$ cat config.mk
export PLATFORM = sky130hd
export DESIGN_NAME = spi_master_arbiter
export DESIGN_NICKNAME = d
export VERILOG_FILES = /design/src/rtl/spi_master_arbiter_pkg.sv /design/src/rtl/spi_rr_pick.sv /design/src/rtl/spi_master_arbiter.sv
export SDC_FILE = /design/constraint.sdc
export NUM_CORES = 1
export LEC_CHECK = 0
export CORE_AREA = 2 2 106 108
export DETAILED_ROUTE_END_ITERATION = 16
export DIE_AREA = 0 0 108 110
export PLACE_DENSITY = 0.86
export REMOVE_ABC_BUFFERS = 1
export SYNTH_ARGS = -nofsm -noshare
export SYNTH_HDL_FRONTEND = slang
export SYNTH_SLANG_ARGS = --single-unit
export TNS_END_PERCENT = 10
$ cat constraint.sdc
create_clock -name clk -period 5.16 [get_ports clk]
set_input_delay 1.032 -clock clk [delete_from_list [all_inputs] [get_ports clk]]
set_output_delay 1.032 -clock clk [all_outputs]
set_load 0.02 [all_outputs]
$ cat src/rtl/spi_master_arbiter_pkg.sv
// rtl/spi_master_arbiter_pkg.sv - shared FSM encodings and defaults for the SPI master arbiter
package spi_master_arbiter_pkg;

    localparam int BUSY_TIMEOUT_DEF = 15;

    typedef enum logic [2:0] {
        ST_IDLE      = 3'd0,
        ST_START     = 3'd1,
        ST_WAIT_BUSY = 3'd2,
        ST_WAIT_DONE = 3'd3,
        ST_DONE      = 3'd4
    } arb_state_t;

endpackage

$ cat src/rtl/spi_rr_pick.sv
// rtl/spi_rr_pick.sv - combinational round-robin picker, search starts just after last owner
module spi_rr_pick #(
    parameter int N_REQ = 4,
    parameter int IW    = $clog2(N_REQ)
) (
    input  logic [N_REQ-1:0] req,
    input  logic [IW-1:0]    last,
    output logic             any,
    output logic [IW-1:0]    idx
);

    logic [2*N_REQ-1:0] dbl;
    logic [N_REQ-1:0]   rot;
    int                 pos;

    always_comb begin
        dbl = {req, req} >> (int'(last) + 1);
        rot = dbl[N_REQ-1:0];
        any = |req;
        idx = '0;
        pos = 0;
        // Descending scan so the lowest rotated position (highest priority) wins.
        for (int i = N_REQ - 1; i >= 0; i--) begin
            if (rot[i]) begin
                pos = int'(last) + 1 + i;
                if (pos >= N_REQ) begin
                    pos = pos - N_REQ;
                end
                idx = IW'(pos);
            end
        end
    end

endmodule

$ cat src/rtl/spi_master_arbiter.sv
// rtl/spi_master_arbiter.sv - round-robin sequencer sharing one SPI master driver between requesters
module spi_master_arbiter
    import spi_master_arbiter_pkg::*;
#(
    parameter int DATA_WIDTH   = 32,
    parameter int N_REQ        = 4,
    parameter int BUSY_TIMEOUT = BUSY_TIMEOUT_DEF
) (
    input  logic                          clk,
    input  logic                          rst,
    input  logic [N_REQ-1:0]              req,
    input  logic [N_REQ*DATA_WIDTH-1:0]   req_data,
    output logic [N_REQ-1:0]              done,
    output logic [DATA_WIDTH-1:0]         rsp_data,
    output logic                          rsp_err,
    output logic                          busy,
    output logic [$clog2(N_REQ)-1:0]      grant_id,
    output logic                          spi_start,
    output logic [DATA_WIDTH-1:0]         spi_data_in,
    input  logic [DATA_WIDTH-1:0]         spi_data_out,
    input  logic                          spi_ready
);

    localparam int IW = $clog2(N_REQ);
    localparam int CW = $clog2(BUSY_TIMEOUT + 1);

    arb_state_t       state;
    logic [IW-1:0]    last;
    logic [IW-1:0]    pick_idx;
    logic             pick_any;
    logic [CW-1:0]    cnt;
    logic [N_REQ-1:0] grant_onehot;

    assign grant_onehot = {{(N_REQ-1){1'b0}}, 1'b1} << grant_id;

    spi_rr_pick #(.N_REQ(N_REQ), .IW(IW)) u_pick (
        .req  (req),
        .last (last),
        .any  (pick_any),
        .idx  (pick_idx)
    );

    always_ff @(posedge clk or negedge rst) begin
        if (!rst) begin
            state       <= ST_IDLE;
            last        <= IW'(N_REQ - 1);
            cnt         <= '0;
            done        <= '0;
            rsp_data    <= '0;
            rsp_err     <= 1'b0;
            busy        <= 1'b0;
            grant_id    <= '0;
            spi_start   <= 1'b0;
            spi_data_in <= '0;
        end else begin
            case (state)
                ST_IDLE: begin
                    if (pick_any && spi_ready) begin
                        grant_id    <= pick_idx;
                        spi_data_in <= req_data[int'(pick_idx)*DATA_WIDTH +: DATA_WIDTH];
                        spi_start   <= 1'b1;
                        busy        <= 1'b1;
                        state       <= ST_START;
                    end
                end
                ST_START: begin
                    spi_start <= 1'b0;
                    cnt       <= '0;
                    state     <= ST_WAIT_BUSY;
                end
                ST_WAIT_BUSY: begin
                    // Driver acceptance wins over a timeout landing in the same cycle.
                    if (!spi_ready) begin
                        state <= ST_WAIT_DONE;
                    end else if (cnt == CW'(BUSY_TIMEOUT)) begin
                        done    <= grant_onehot;
                        rsp_err <= 1'b1;
                        state   <= ST_DONE;
                    end else begin
                        cnt <= cnt + CW'(1);
                    end
                end
                ST_WAIT_DONE: begin
                    if (spi_ready) begin
                        rsp_data <= spi_data_out;
                        rsp_err  <= 1'b0;
                        done     <= grant_onehot;
                        state    <= ST_DONE;
                    end
                end
                ST_DONE: begin
                    done    <= '0;
                    rsp_err <= 1'b0;
                    busy    <= 1'b0;
                    last    <= grant_id;
                    state   <= ST_IDLE;
                end
                default: begin
                    state <= ST_IDLE;
                end
            endcase
        end
    end

endmodule
==> run summary, run 1 <==
The share of the clock period used by the worst path was 0.6687. The logs give 3 for the deepest level of the CTS H-tree and 0.2405 for the total track usage. In this run the critical register-to-register path is captured at spi_data_in[31]. For this run, the number of Yosys warnings is 0.

Synthesis handed over a netlist of 418 instances. The tools report the accumulated negative setup slack as 0 ns. The number of global-route vias before repair was 4550; the number of buffers inserted during clock tree synthesis was 9. The pre-antenna-repair detailed-routing pass consisted of 5 iterations.

The first global-routing pass estimated 22.14 mm of wire. The share of flip-flops with an asynchronous set or reset was 1.000; the worst hold slack across all endpoints was 0.4981 ns. The end-of-flow core utilization is 0.6720.

The standard cell area after detailed placement was 7010 um^2. The top cell type by total area after synthesis was sky130_fd_sc_hd__dfrtp_1. Number of unique standard cell types used by synthesis: 40.

The floorplan step defined a core boundary enclosing 10700 um^2. The floorplan step set the die height to 110 um. Average cell area after synthesis: 10.85 um^2.

For this run the aggregate overflow at the end of global routing stands at 0. Class of the most critical hold timing path: flop to flop. IR analysis of the VDD net gives a maximum drop of 274.1 uV.

The area added between synthesis and finish is 58.47%, and the clock network latency to the later pin of the worst-skew pair is 0.34 ns. The horizontal die dimension works out to 108 um. The commonest cells after synthesis are sky130_fd_sc_hd__dfrtp_1, sky130_fd_sc_hd__nand2_1, sky130_fd_sc_hd__a21o_1, sky130_fd_sc_hd__mux2_2, sky130_fd_sc_hd__o31ai_1. Derived from the worst setup path, the maximum achievable clock frequency is 0.2898 GHz. The number of DRC violations after detailed routing was 0; the post-synthesis instance area was 4537 um^2. The count of clock tree sinks was 82; the total setup violations reported at the end of the flow was 0. For this design, the CTS-stage hold fixing added 0 buffers. The logs give 0.1431 for the max-slew headroom at the worst pin and 5.34 ns for the required arrival time at the worst endpoint. The count of port buffers added during placement was 239; the sequential share of the synthesized area was 0.4528.

Yosys instantiated no cell more often than sky130_fd_sc_hd__dfrtp_1. Once detailed placement completed, the half-perimeter wirelength came to 10.38 mm. The setup check on the worst reg-to-reg path leaves a slack of 2.58 ns.

In this run the count of I/O pins placed on the die edge is 240. Yosys mapped a number of flops with a built-in enable equal to 0. TritonCTS built the clock tree. The die covers 11880 um^2. At the worst endpoint, the arrival time is 3.63 ns. The post-CTS setup-driven buffer insertion count was 0. Setup repair after global routing left no endpoint under its margin. Counting flops and latches in the post-synthesis netlist gives 82. Final cell count without fillers: 782.

The minimum clock period came out at 3.451 ns. For hold timing, the worst endpoint is done[0]. Entering global routing, the biggest net connects 83 pins. For the final database, setup skew stands at 0.006625 ns.

The tools report the initial antenna violation count as 0. Cell area after layout: 7189 um^2. After the last flow step, the layout net total stands at 806.

The top flip-flop cell by instance count after synthesis is sky130_fd_sc_hd__dfrtp_1. The tools report the startpoint of the most critical register-to-register path as last[0]. The hold-critical path depth was 2.

Row generation in the floorplan step produced 38 rows. The effective utilization at floorplan was 0.4241. The detail-routed via count per cell was 5.538. The sort of element at the start of the critical path was a primary input.

For this design the ratio of total power to cell area is 502.1 nW/um^2. After filler insertion, the fill cell instance count of the layout stands at 839. At the pin with the least slew margin, the transition time is 1.282 ns. The first routing iteration left 252 violations. The proportion of layout cells with a drive suffix above 1 works out to 0.1495. The CTS root buffer is sky130_fd_sc_hd__clkbuf_8.

The aggregate routed wire length came out at 14.64 mm. The post-detailed-route count of antenna-violating nets came out at 0. In this run the most critical hold path is launched from done[0].

The peak fanout along the critical path works out to 38. After detailed routing, the average wire length per cell comes to 18.72 um. The area share of the leading cell type in the synthesized netlist is 0.4413.

The longest clock path from root to sink contains 2 buffers. The critical path is of the primary input to flop type. The run gives 0 as the total of max-cap violations. The number of vias in the routed layout is 4331, and the worst-case reg-to-reg path depth is 7. The logs give 0.7867 for the final weighted congestion of routability-driven global placement and 0 for the final hold violation count. In this run, post-CTS repair resized a total of 0 instances. The analysis attributes to cell leakage a power of 0.003005 uW. The number of antenna diodes in the final layout is 0. After clock tree synthesis, the clock-pin slew on the worst setup and hold paths is 0.08 ns. Sorting the synthesized cells by area gives the leading types as sky130_fd_sc_hd__dfrtp_1, sky130_fd_sc_hd__mux2_2, sky130_fd_sc_hd__o211ai_2.

The run gives 0 as the total count of max-transition violations in the final report. The run finished with clean final reports. The count of placed standard cells including taps was 767. STA classifies the critical path endpoint as a flop.
-- worst max-delay path by stage --
stage / from / to / slack (ns) / cells past startpoint
global placement: req[3] / spi_data_in[1] / 1.47 / 6
finish: req[3] / spi_data_in[0] / 1.71 / 6
global route: req[3] / spi_data_in[0] / 1.57 / 6
CTS: req[3] / spi_data_in[0] / 1.72 / 6
floorplan: req[3] / spi_data_in[0] / 1.56 / 4
detailed placement: req[3] / spi_data_in[0] / 1.34 / 6
-- through the flow --
| step | setup slack, ns | power (uW) |
|---|---|---|
| global placement | 1.468 | 3130 |
| floorplan | 1.564 | 2237 |
| detailed placement | 1.342 | 3202 |
| finish | 1.709 | 3610 |
| global route | 1.568 | 3804 |
| CTS | 1.724 | 3625 |
-- cell families (layout without fill, tap and decap cells) --
group / count (synthesis) / in the layout / synth area share
compound gates: 119 / 119 / 0.2253
simple gates: 109 / 109 / 0.1197
flops: 82 / 82 / 0.4528
mux: 66 / 66 / 0.1550
buf+inv: 39 / 263 / 0.04054
xor+xnor: 2 / 2 / 0.003862
fa+ha+maj: 1 / 1 / 0.002757
-- where the power goes --
part	switching, uW	internal, uW
clock	223	197
combinational	1040	1000
sequential	197	945
total	1460	2150
-- metal layers --
layer,part of all wire,global-route usage,vias to the layer above
li1,-,-,2012
met1,0.40,0.2825,2035
met2,0.49,0.4128,253
met3,0.085,0.05879,31
met4,0.023,0.1190,0
met5,0,0,-
-- worst max-delay path, cell delays in order --
cell and delay (ns):
sky130_fd_sc_hd__clkdlybuf4s50_1 0.51, sky130_fd_sc_hd__o41a_1 0.51, sky130_fd_sc_hd__nand3b_1 0.10, sky130_fd_sc_hd__buf_4 0.38, sky130_fd_sc_hd__or3_2 0.85, sky130_fd_sc_hd__o211ai_1 0.22
-- cell usage in the layout, fill, tap and decap left out, types with 2 or more instances in the layout --
cell,count
sky130_fd_sc_hd__dfstp_2,2
sky130_fd_sc_hd__buf_4,8
sky130_fd_sc_hd__nand3_1,2
sky130_fd_sc_hd__nand4_1,33
sky130_fd_sc_hd__o211ai_1,3
sky130_fd_sc_hd__o211ai_2,29
sky130_fd_sc_hd__clkdlybuf4s50_1,238
sky130_fd_sc_hd__a21o_1,34
sky130_fd_sc_hd__nor2_1,11
sky130_fd_sc_hd__dfrtp_1,80
sky130_fd_sc_hd__o31ai_1,34
sky130_fd_sc_hd__o21ai_0,5
sky130_fd_sc_hd__o21a_1,2
sky130_fd_sc_hd__xor2_1,2
sky130_fd_sc_hd__o21ai_2,2
sky130_fd_sc_hd__nor2b_1,3
sky130_fd_sc_hd__mux2_2,34
sky130_fd_sc_hd__a21oi_1,3
sky130_fd_sc_hd__clkinvlp_4,3
sky130_fd_sc_hd__nand2b_1,2
sky130_fd_sc_hd__nand3b_1,2
sky130_fd_sc_hd__clkbuf_8,11
sky130_fd_sc_hd__mux2i_1,32
sky130_fd_sc_hd__nand2_1,51
-- flip-flops by register name, summed over array words and instances (netlist names) --
signal	count
spi_start	1
done	4
state	3
last	2
busy	1
rsp_err	1
spi_data_in	32
cnt	4
grant_id	2
rsp_data	32
-- area by class of cell --
cell class / instances / area, um^2 / share of cell area
Inverter: 1 / 3.754 / 0.0005221
Tap cell: 140 / 175.2 / 0.02436
Clock inverter: 4 / 27.53 / 0.003829
Sequential cell: 82 / 2054 / 0.2858
Multi-Input combinational cell: 297 / 2315 / 0.3220
Clock buffer: 11 / 151.4 / 0.02106
Timing Repair Buffer: 247 / 2462 / 0.3425
Note: power is estimated with default switching activity, not from simulation.
==> inputs of run 2 (changes only) <==
--- a/config.mk
+++ b/config.mk
@@ -5,10 +5,10 @@
 export SDC_FILE = /design/constraint.sdc
 export NUM_CORES = 1
 export LEC_CHECK = 0
-export CORE_AREA = 2 2 106 108
+export CORE_AREA = 2 2 110 112
 export DETAILED_ROUTE_END_ITERATION = 16
-export DIE_AREA = 0 0 108 110
-export PLACE_DENSITY = 0.86
+export DIE_AREA = 0 0 112 114
+export PLACE_DENSITY = 0.8
 export REMOVE_ABC_BUFFERS = 1
 export SYNTH_ARGS = -nofsm -noshare
 export SYNTH_HDL_FRONTEND = slang
==> constraint.sdc (replaced) <==
create_clock -name clk -period 3.4 [get_ports clk]
set_input_delay 0.68 -clock clk [delete_from_list [all_inputs] [get_ports clk]]
set_output_delay 0.68 -clock clk [all_outputs]
set_load 0.02 [all_outputs]
==> run summary, run 2 (synthesis results as in run 1) <==
The flow ran to the end, and the final reports show no timing, DRC or antenna violations. The post-detailed-route count of antenna-violating nets came out at 0 (unchanged). The tools report the number of fill cells as 937 (+12%). The footprint of the flip-flops and latches was 2054 um^2 (unchanged). Setup repair after global routing left no endpoint under its margin.

The number of rows created at floorplan was 40 (+5.3%). The run gives 0 (unchanged) as the number of DRC violations after detailed routing. In this run the critical register-to-register path is captured at spi_data_in[28]. The worst hold slack across all endpoints is 0.4842 ns (-0.01384 ns). The logs give 0.3874 (-0.03670) for the effective utilization at floorplan and 813 (+0.87%) for the net count reported at finish. The hold-critical path depth is 2 (unchanged). In the layout the commonest cells are sky130_fd_sc_hd__clkdlybuf4s50_1, sky130_fd_sc_hd__dfrtp_1, sky130_fd_sc_hd__nand2_1. Vertical extent of the die: 114 um (+3.6%). The leftover overflow at the end of global routing is 0 (unchanged), and the final HPWL from detailed placement is 11.08 mm (+6.8%). For the number of vias in the routed layout, the log shows 4429 (+2.3%). Total setup violations reported at the end of the flow: 0 (unchanged). The total count of max-transition violations in the final report is 0 (unchanged), and the aggregate routed wire length is 15.23 mm (+4.0%).

The number of gates resized after cts was 0 (unchanged); the peak fanout along the critical path was 32 (-16%). The path with the worst hold slack has its endpoint at done[0]. STA classifies the critical path endpoint as a flop. The run gives 0 ns (unchanged) as the accumulated negative setup slack.

The slowest stage of the critical path is the sky130_fd_sc_hd__clkdlybuf4s50_1 cell. The run gives 0.3174 (+0.1744) as the max-slew headroom at the worst pin. The minimum clock period was 2.534 ns; the setup slack of the worst register-to-register path was 1.31 ns (-1.27 ns). Transition time at the pin with the least slew margin: 1.024 ns (-0.2584 ns).

The total track usage is 0.2374 (-0.003129). The areal power density over the cells was 793.6 nW/um^2 (+58%); the number of top-level pins was 240 (unchanged). The post-cts hold buffer count came out at 0 (unchanged). The worst register-to-register path begins at last[0]. The largest voltage drop on the vdd net came out at 458.2 uV (+67%). The library cell used most frequently in the layout, excluding fill and tap cells, is sky130_fd_sc_hd__clkdlybuf4s50_1. The number of antenna diodes is 0 (unchanged), and the final hold violation count is 0 (unchanged).

Worst min-delay path startpoint: done[0]. The number of global-route vias before repair is 4562 (+0.26%). In the final layout, the registers with the most flip-flops are rsp_data (32), spi_data_in (32).

The endpoint arrival time on the critical path was 2.74 ns (-0.89 ns). Initial DRC count: 239 (-5.2%). The detail-routed via count per cell is 5.564 (+0.46%). The run gives 5 (unchanged) as the total iterations of the first detailed-routing run. Count of port buffers added during placement: 239 (unchanged). For the largest net degree at the start of global routing, the log shows 83 (unchanged). Relative to the synthesized area, the layout overhead comes to 62.47%.

The post-CTS setup-driven buffer insertion count was 0 (unchanged). The required arrival time at the worst endpoint was 3.61 ns (-1.73 ns). Based on the critical path, the design can be clocked at up to 0.3946 GHz. The run gives 9 (unchanged) as the number of buffers inserted during clock tree synthesis. TritonCTS built the clock tree. The worst-case reg-to-reg path depth is 5 (-2), and the count of clock tree sinks is 82 (unchanged). The proportion of layout cells with a drive suffix above 1 is 0.1587 (+0.009173).

Sort of element at the start of the critical path: a primary input. Horizontal die dimension: 112 um (+3.7%). The static leakage was 0.003098 uW (+3.1%); the wire length of the first global-routing pass was 23.92 mm (+8.0%).

Final weighted congestion of routability-driven global placement: 0.8267 (+5.1%). For the total of max-cap violations, the log shows 0 (unchanged). The logs give 11710 um^2 (+9.5%) for the area of the placeable core and 0 (unchanged) for the initial antenna violation count.

The area enclosed by the die boundary was 12770 um^2 (+7.5%). Post-CTS clock slew at the launch and capture registers of the worst setup and hold paths: 0.06 ns (-0.02 ns). The total area of multi-input combinational cells was 2322 um^2 (+0.32%).

The clock network latency to the later pin of the worst-skew pair is 0.34 ns (about the same). By startpoint and endpoint, the worst setup path is classified as primary input to flop. The critical path goes through clkdlybuf4s50_1 > o41a_1 > nand3b_1 > buf_4 > o21bai_4 > a21o_1 > o211ai_2. The share of the clock period used by the worst path was 0.7454. The buffer levels on the longest clock path was 2 (unchanged); the final routed wire length divided by cell count was 19.13 um (+2.2%). The maximum clock skew at final layout came out at 0.005398 ns (-0.001227 ns).

The deepest level of the CTS H-tree is 3 (unchanged), and the critical path's largest stage delay is 0.51 ns (-0.34 ns). Clock tree synthesis selected as its root buffer the cell sky130_fd_sc_hd__clkbuf_16. The worst hold path belongs to the class flop to flop.
run 2: metal layers:
layer / GRT usage / vias to the layer above / part of all wire
met5: 0 / - / 0
met4: 0.09187 / 0 / 0.025
met3: 0.04888 / 27 / 0.089
met2: 0.4198 / 269 / 0.49
met1: 0.2860 / 2112 / 0.39
li1: - / 2021 / -
run 2: worst max path at each step:
stage,startpoint,endpoint,cells after the start
5_1_grt,req[3],spi_data_in[28],7
2_1_floorplan,req[3],spi_data_in[0],4
3_3_place_gp,req[3],spi_data_in[2],7
6_report,req[3],spi_data_in[28],7
4_1_cts,req[3],spi_data_in[28],7
3_5_place_dp,req[3],spi_data_in[8],7
run 2: final cells by class:
| class | count | area share |
|---|---|---|
| timing repair buffer | 254 | 0.3395 |
| multi-input combinational | 297 | 0.3151 |
| sequential | 82 | 0.2787 |
| clock buffer | 11 | 0.03429 |
| tap | 147 | 0.02495 |
| clock inverter | 4 | 0.006960 |
| inverter | 1 | 0.0005093 |
run 2: power by group:
group,switching (uW),internal [uW],total [uW]
Combinational,1610,1540,3140
Clock,375,604,980
Sequential,289,1440,1730
Total,2270,3580,5850
run 2: worst max-delay path, delay by kind of cell:
family | cells | cell delay, ns
AOI/OAI and AO/OA | 4 | 1.18
buffers and inverters | 2 | 0.72
and+or+nand+nor | 1 | 0.15
run 2: through the flow:
stage | power (uW) | util | worst slack [ns] | instances | instance area [um^2]
after floorplan | 3394 | - | 0.1560 | 380 | 4357
after global routing | 6166 | 0.6294 | 0.7732 | 796 | 7371
final | 5850 | 0.6294 | 0.8657 | 796 | 7371
after global placement | 4797 | 0.6034 | 0.6093 | 781 | 7067
after CTS | 5883 | 0.6294 | 0.8706 | 796 | 7371
after detailed placement | 4891 | 0.6034 | 0.5393 | 781 | 7067
==> inputs of run 3 (changes only) <==
--- a/config.mk
+++ b/config.mk
@@ -5,10 +5,10 @@
 export SDC_FILE = /design/constraint.sdc
 export NUM_CORES = 1
 export LEC_CHECK = 0
-export CORE_AREA = 2 2 110 112
+export CORE_AREA = 2 2 116 118
 export DETAILED_ROUTE_END_ITERATION = 16
-export DIE_AREA = 0 0 112 114
-export PLACE_DENSITY = 0.8
+export DIE_AREA = 0 0 118 120
+export PLACE_DENSITY = 0.76
 export REMOVE_ABC_BUFFERS = 1
 export SYNTH_ARGS = -nofsm -noshare
 export SYNTH_HDL_FRONTEND = slang
==> constraint.sdc (replaced) <==
create_clock -name clk -period 2.27 [get_ports clk]
set_input_delay 0.454 -clock clk [delete_from_list [all_inputs] [get_ports clk]]
set_output_delay 0.454 -clock clk [all_outputs]
set_load 0.02 [all_outputs]
==> run summary, run 3 (synthesis results as in run 1) <==
In the final layout, the registers with the most flip-flops are rsp_data (32), spi_data_in (32). The run gives 0 (unchanged) as the final hold violation count. Origin of the worst setup path: req[0]. The tools report the startpoint of the most critical register-to-register path as state[2]. The post-CTS setup-driven buffer insertion count was 0 (unchanged); the minimum clock period was 2.030 ns.

The run gives 0.8507 (+2.9%) as the final weighted congestion of routability-driven global placement. For the endpoint arrival time on the critical path, the log shows 2.28 ns (-0.46 ns). CTS root buffer: sky130_fd_sc_hd__clkbuf_16. Count of clock tree sinks: 82 (unchanged). The logs give 9 (unchanged) for the number of buffers inserted during clock tree synthesis and 2 (unchanged) for the buffer levels on the longest clock path. The worst hold slack across all endpoints was 0.09017 ns (-0.3941 ns). The count of port buffers added during placement came out at 239 (unchanged). The logs give 0 (unchanged) for the post-cts hold buffer count and 0.3495 (-0.03787) for the effective utilization at floorplan. The end-of-flow core utilization was 0.5875 (-0.04185). The total track usage was 0.2183 (-0.01905). The run gives 0.33 ns (-0.98 ns) as the setup slack of the worst register-to-register path. The logs give 0.006543 ns (+0.001145 ns) for the maximum clock skew at final layout and 42 (+5.0%) for the number of rows created at floorplan.

Class of the most critical hold timing path: primary input to async pin. On the critical path, the stage with the largest delay is an instance of sky130_fd_sc_hd__or3_2. The total count of max-transition violations in the final report came out at 0 (unchanged).

The run gives 24.50 mm (+2.4%) as the wire length of the first global-routing pass. The tools report the largest voltage drop on the vdd net as 445.3 uV (-2.8%). Kind of cell with the highest combined delay on the critical path: buffers and inverters. The number of DRC violations after detailed routing was 0 (unchanged); the proportion of layout cells with a drive suffix above 1 was 0.1752 (+0.01652). The share of the clock period used by the worst path works out to 0.8942.

The signal on the critical path passes through clkdlybuf4s50_1 > o41a_1 > nand3b_1 > or3_2 > buf_12 > o211ai_1. TritonCTS built the clock tree. The initial DRC count is 211 (-12%), and the worst path buffer plus inverter count is 2 (unchanged). Leaving out fill and tap cells, the most frequent cell in the layout is sky130_fd_sc_hd__clkdlybuf4s50_1. Setup repair after global routing left no endpoint under its margin. The number of global-route vias before repair came out at 4811 (+5.5%).

The logs give 240 (unchanged) for the number of top-level pins and 0.5453 (+0.2279) for the max-slew headroom at the worst pin. The kind of critical path was primary input to flop. The run finished with clean final reports. The leftover overflow at the end of global routing is 0 (unchanged). The vertical extent of the die was 120 um (+5.3%). For the accumulated negative setup slack, the log shows 0 ns (unchanged). The sort of element at the start of the critical path is a primary input.

The area of the placeable core is 12980 um^2 (+11%), and the number of vias in the routed layout is 4468 (+0.88%). In the layout the commonest cells are sky130_fd_sc_hd__clkdlybuf4s50_1, sky130_fd_sc_hd__dfrtp_1, sky130_fd_sc_hd__nand2_1. The post-CTS clock slew at the launch and capture registers of the worst setup and hold paths came out at 0.06 ns (about the same). The area growth from synthesis to layout is 68.09%.

For the total iterations of the first detailed-routing run, the log shows 4 (-1). The deepest level of the CTS H-tree is 3 (unchanged), and the fmax is 0.4926 GHz. The logs give 0.33 ns (about the same) for the clock network latency to the later pin of the worst-skew pair and 825 (+1.5%) for the net count reported at finish. The final routed wire length divided by cell count is 18.32 um (-4.2%), and the final HPWL from detailed placement is 11.43 mm (+3.1%).

The initial antenna violation count was 0 (unchanged). The logs give 0 (unchanged) for the post-detailed-route count of antenna-violating nets and 0.003211 uW (+3.6%) for the static leakage. The critical path's largest stage delay came out at 0.56 ns (+0.05 ns). The required arrival time at the worst endpoint was 2.52 ns (-1.09 ns).

The total setup violations reported at the end of the flow was 0 (unchanged); the peak fanout along the critical path was 25 (-22%). The total of max-cap violations is 0 (unchanged). The transition time at the pin with the least slew margin came out at 0.6648 ns (-0.3591 ns). Detail-routed via count per cell: 5.332 (-4.2%).

Category of the worst setup path capture point: a flop. The number of antenna diodes came out at 0 (unchanged). The horizontal die dimension is 118 um (+5.4%), and the largest net degree at the start of global routing is 47 (-43%). The aggregate routed wire length was 15.36 mm (+0.85%).

The areal power density over the cells was 1184 nW/um^2 (+49%). The number of gates resized after cts was 0 (unchanged); the area enclosed by the die boundary was 14160 um^2 (+11%).
run 3: cell count changes in the layout (fill, tap and decap cells not counted), sizes merged:
cell	change
clkinvlp	+1
clkinv	-1
buf	+12
inv	+1
clkbuf	-1
bufinv	+1
run 3: power breakdown:
group / internal [uW] / leakage, uW / switching [uW]
Sequential: 2150 / 0.00101 / 446
Clock: 995 / 0.000155 / 587
Combinational: 2440 / 0.00205 / 2410
run 3: worst paths after layout:
check / to / depth (start not counted)
worst max-delay path: spi_data_in[1] / 6
worst min-delay path: spi_data_in[14] / 1
worst max register to register: spi_data_in[1] / 5
worst min register to register: rsp_err / 1
max in group asynchronous: last[1] / 2
min in group clk: rsp_err / 1
run 3: cell type report:
| type | instances | area (um^2) |
|---|---|---|
| sequential | 82 | 2054 |
| fill | 1063 | 5354 |
| clock inverter | 6 | 88.84 |
| tap | 176 | 220.2 |
| timing repair buffer | 266 | 2705 |
| inverter | 1 | 3.754 |
| clock buffer | 10 | 239.0 |
| multi-input combinational | 297 | 2315 |
run 3: worst register-to-register path, stage by stage (launching register included):
cell,delay [ns]
sky130_fd_sc_hd__dfrtp_1,0.45
sky130_fd_sc_hd__nor2_1,0.26
sky130_fd_sc_hd__nand3b_1,0.18
sky130_fd_sc_hd__or3_2,0.56
sky130_fd_sc_hd__buf_12,0.20
sky130_fd_sc_hd__o211ai_1,0.21
run 3: per-stage QoR:
stage	power [uW]	cell area [um^2]	setup WS [ns]	cells
floorplan	5084	4357	-0.7480	380
global placement	7356	7298	-0.03816	822
detailed placement	7487	7298	-0.09405	822
CTS	9103	7626	0.2653	838
global route	9519	7626	0.1377	838
finish	9027	7626	0.2401	838
run 3: routing by layer:
metal | up-vias | global-route usage | share of wire
met3 | 35 | 0.05751 | 0.076
met4 | 0 | 0.1032 | 0.035
li1 | 2050 | - | -
met1 | 2163 | 0.2564 | 0.40
met5 | - | 0 | 0
met2 | 220 | 0.3725 | 0.49
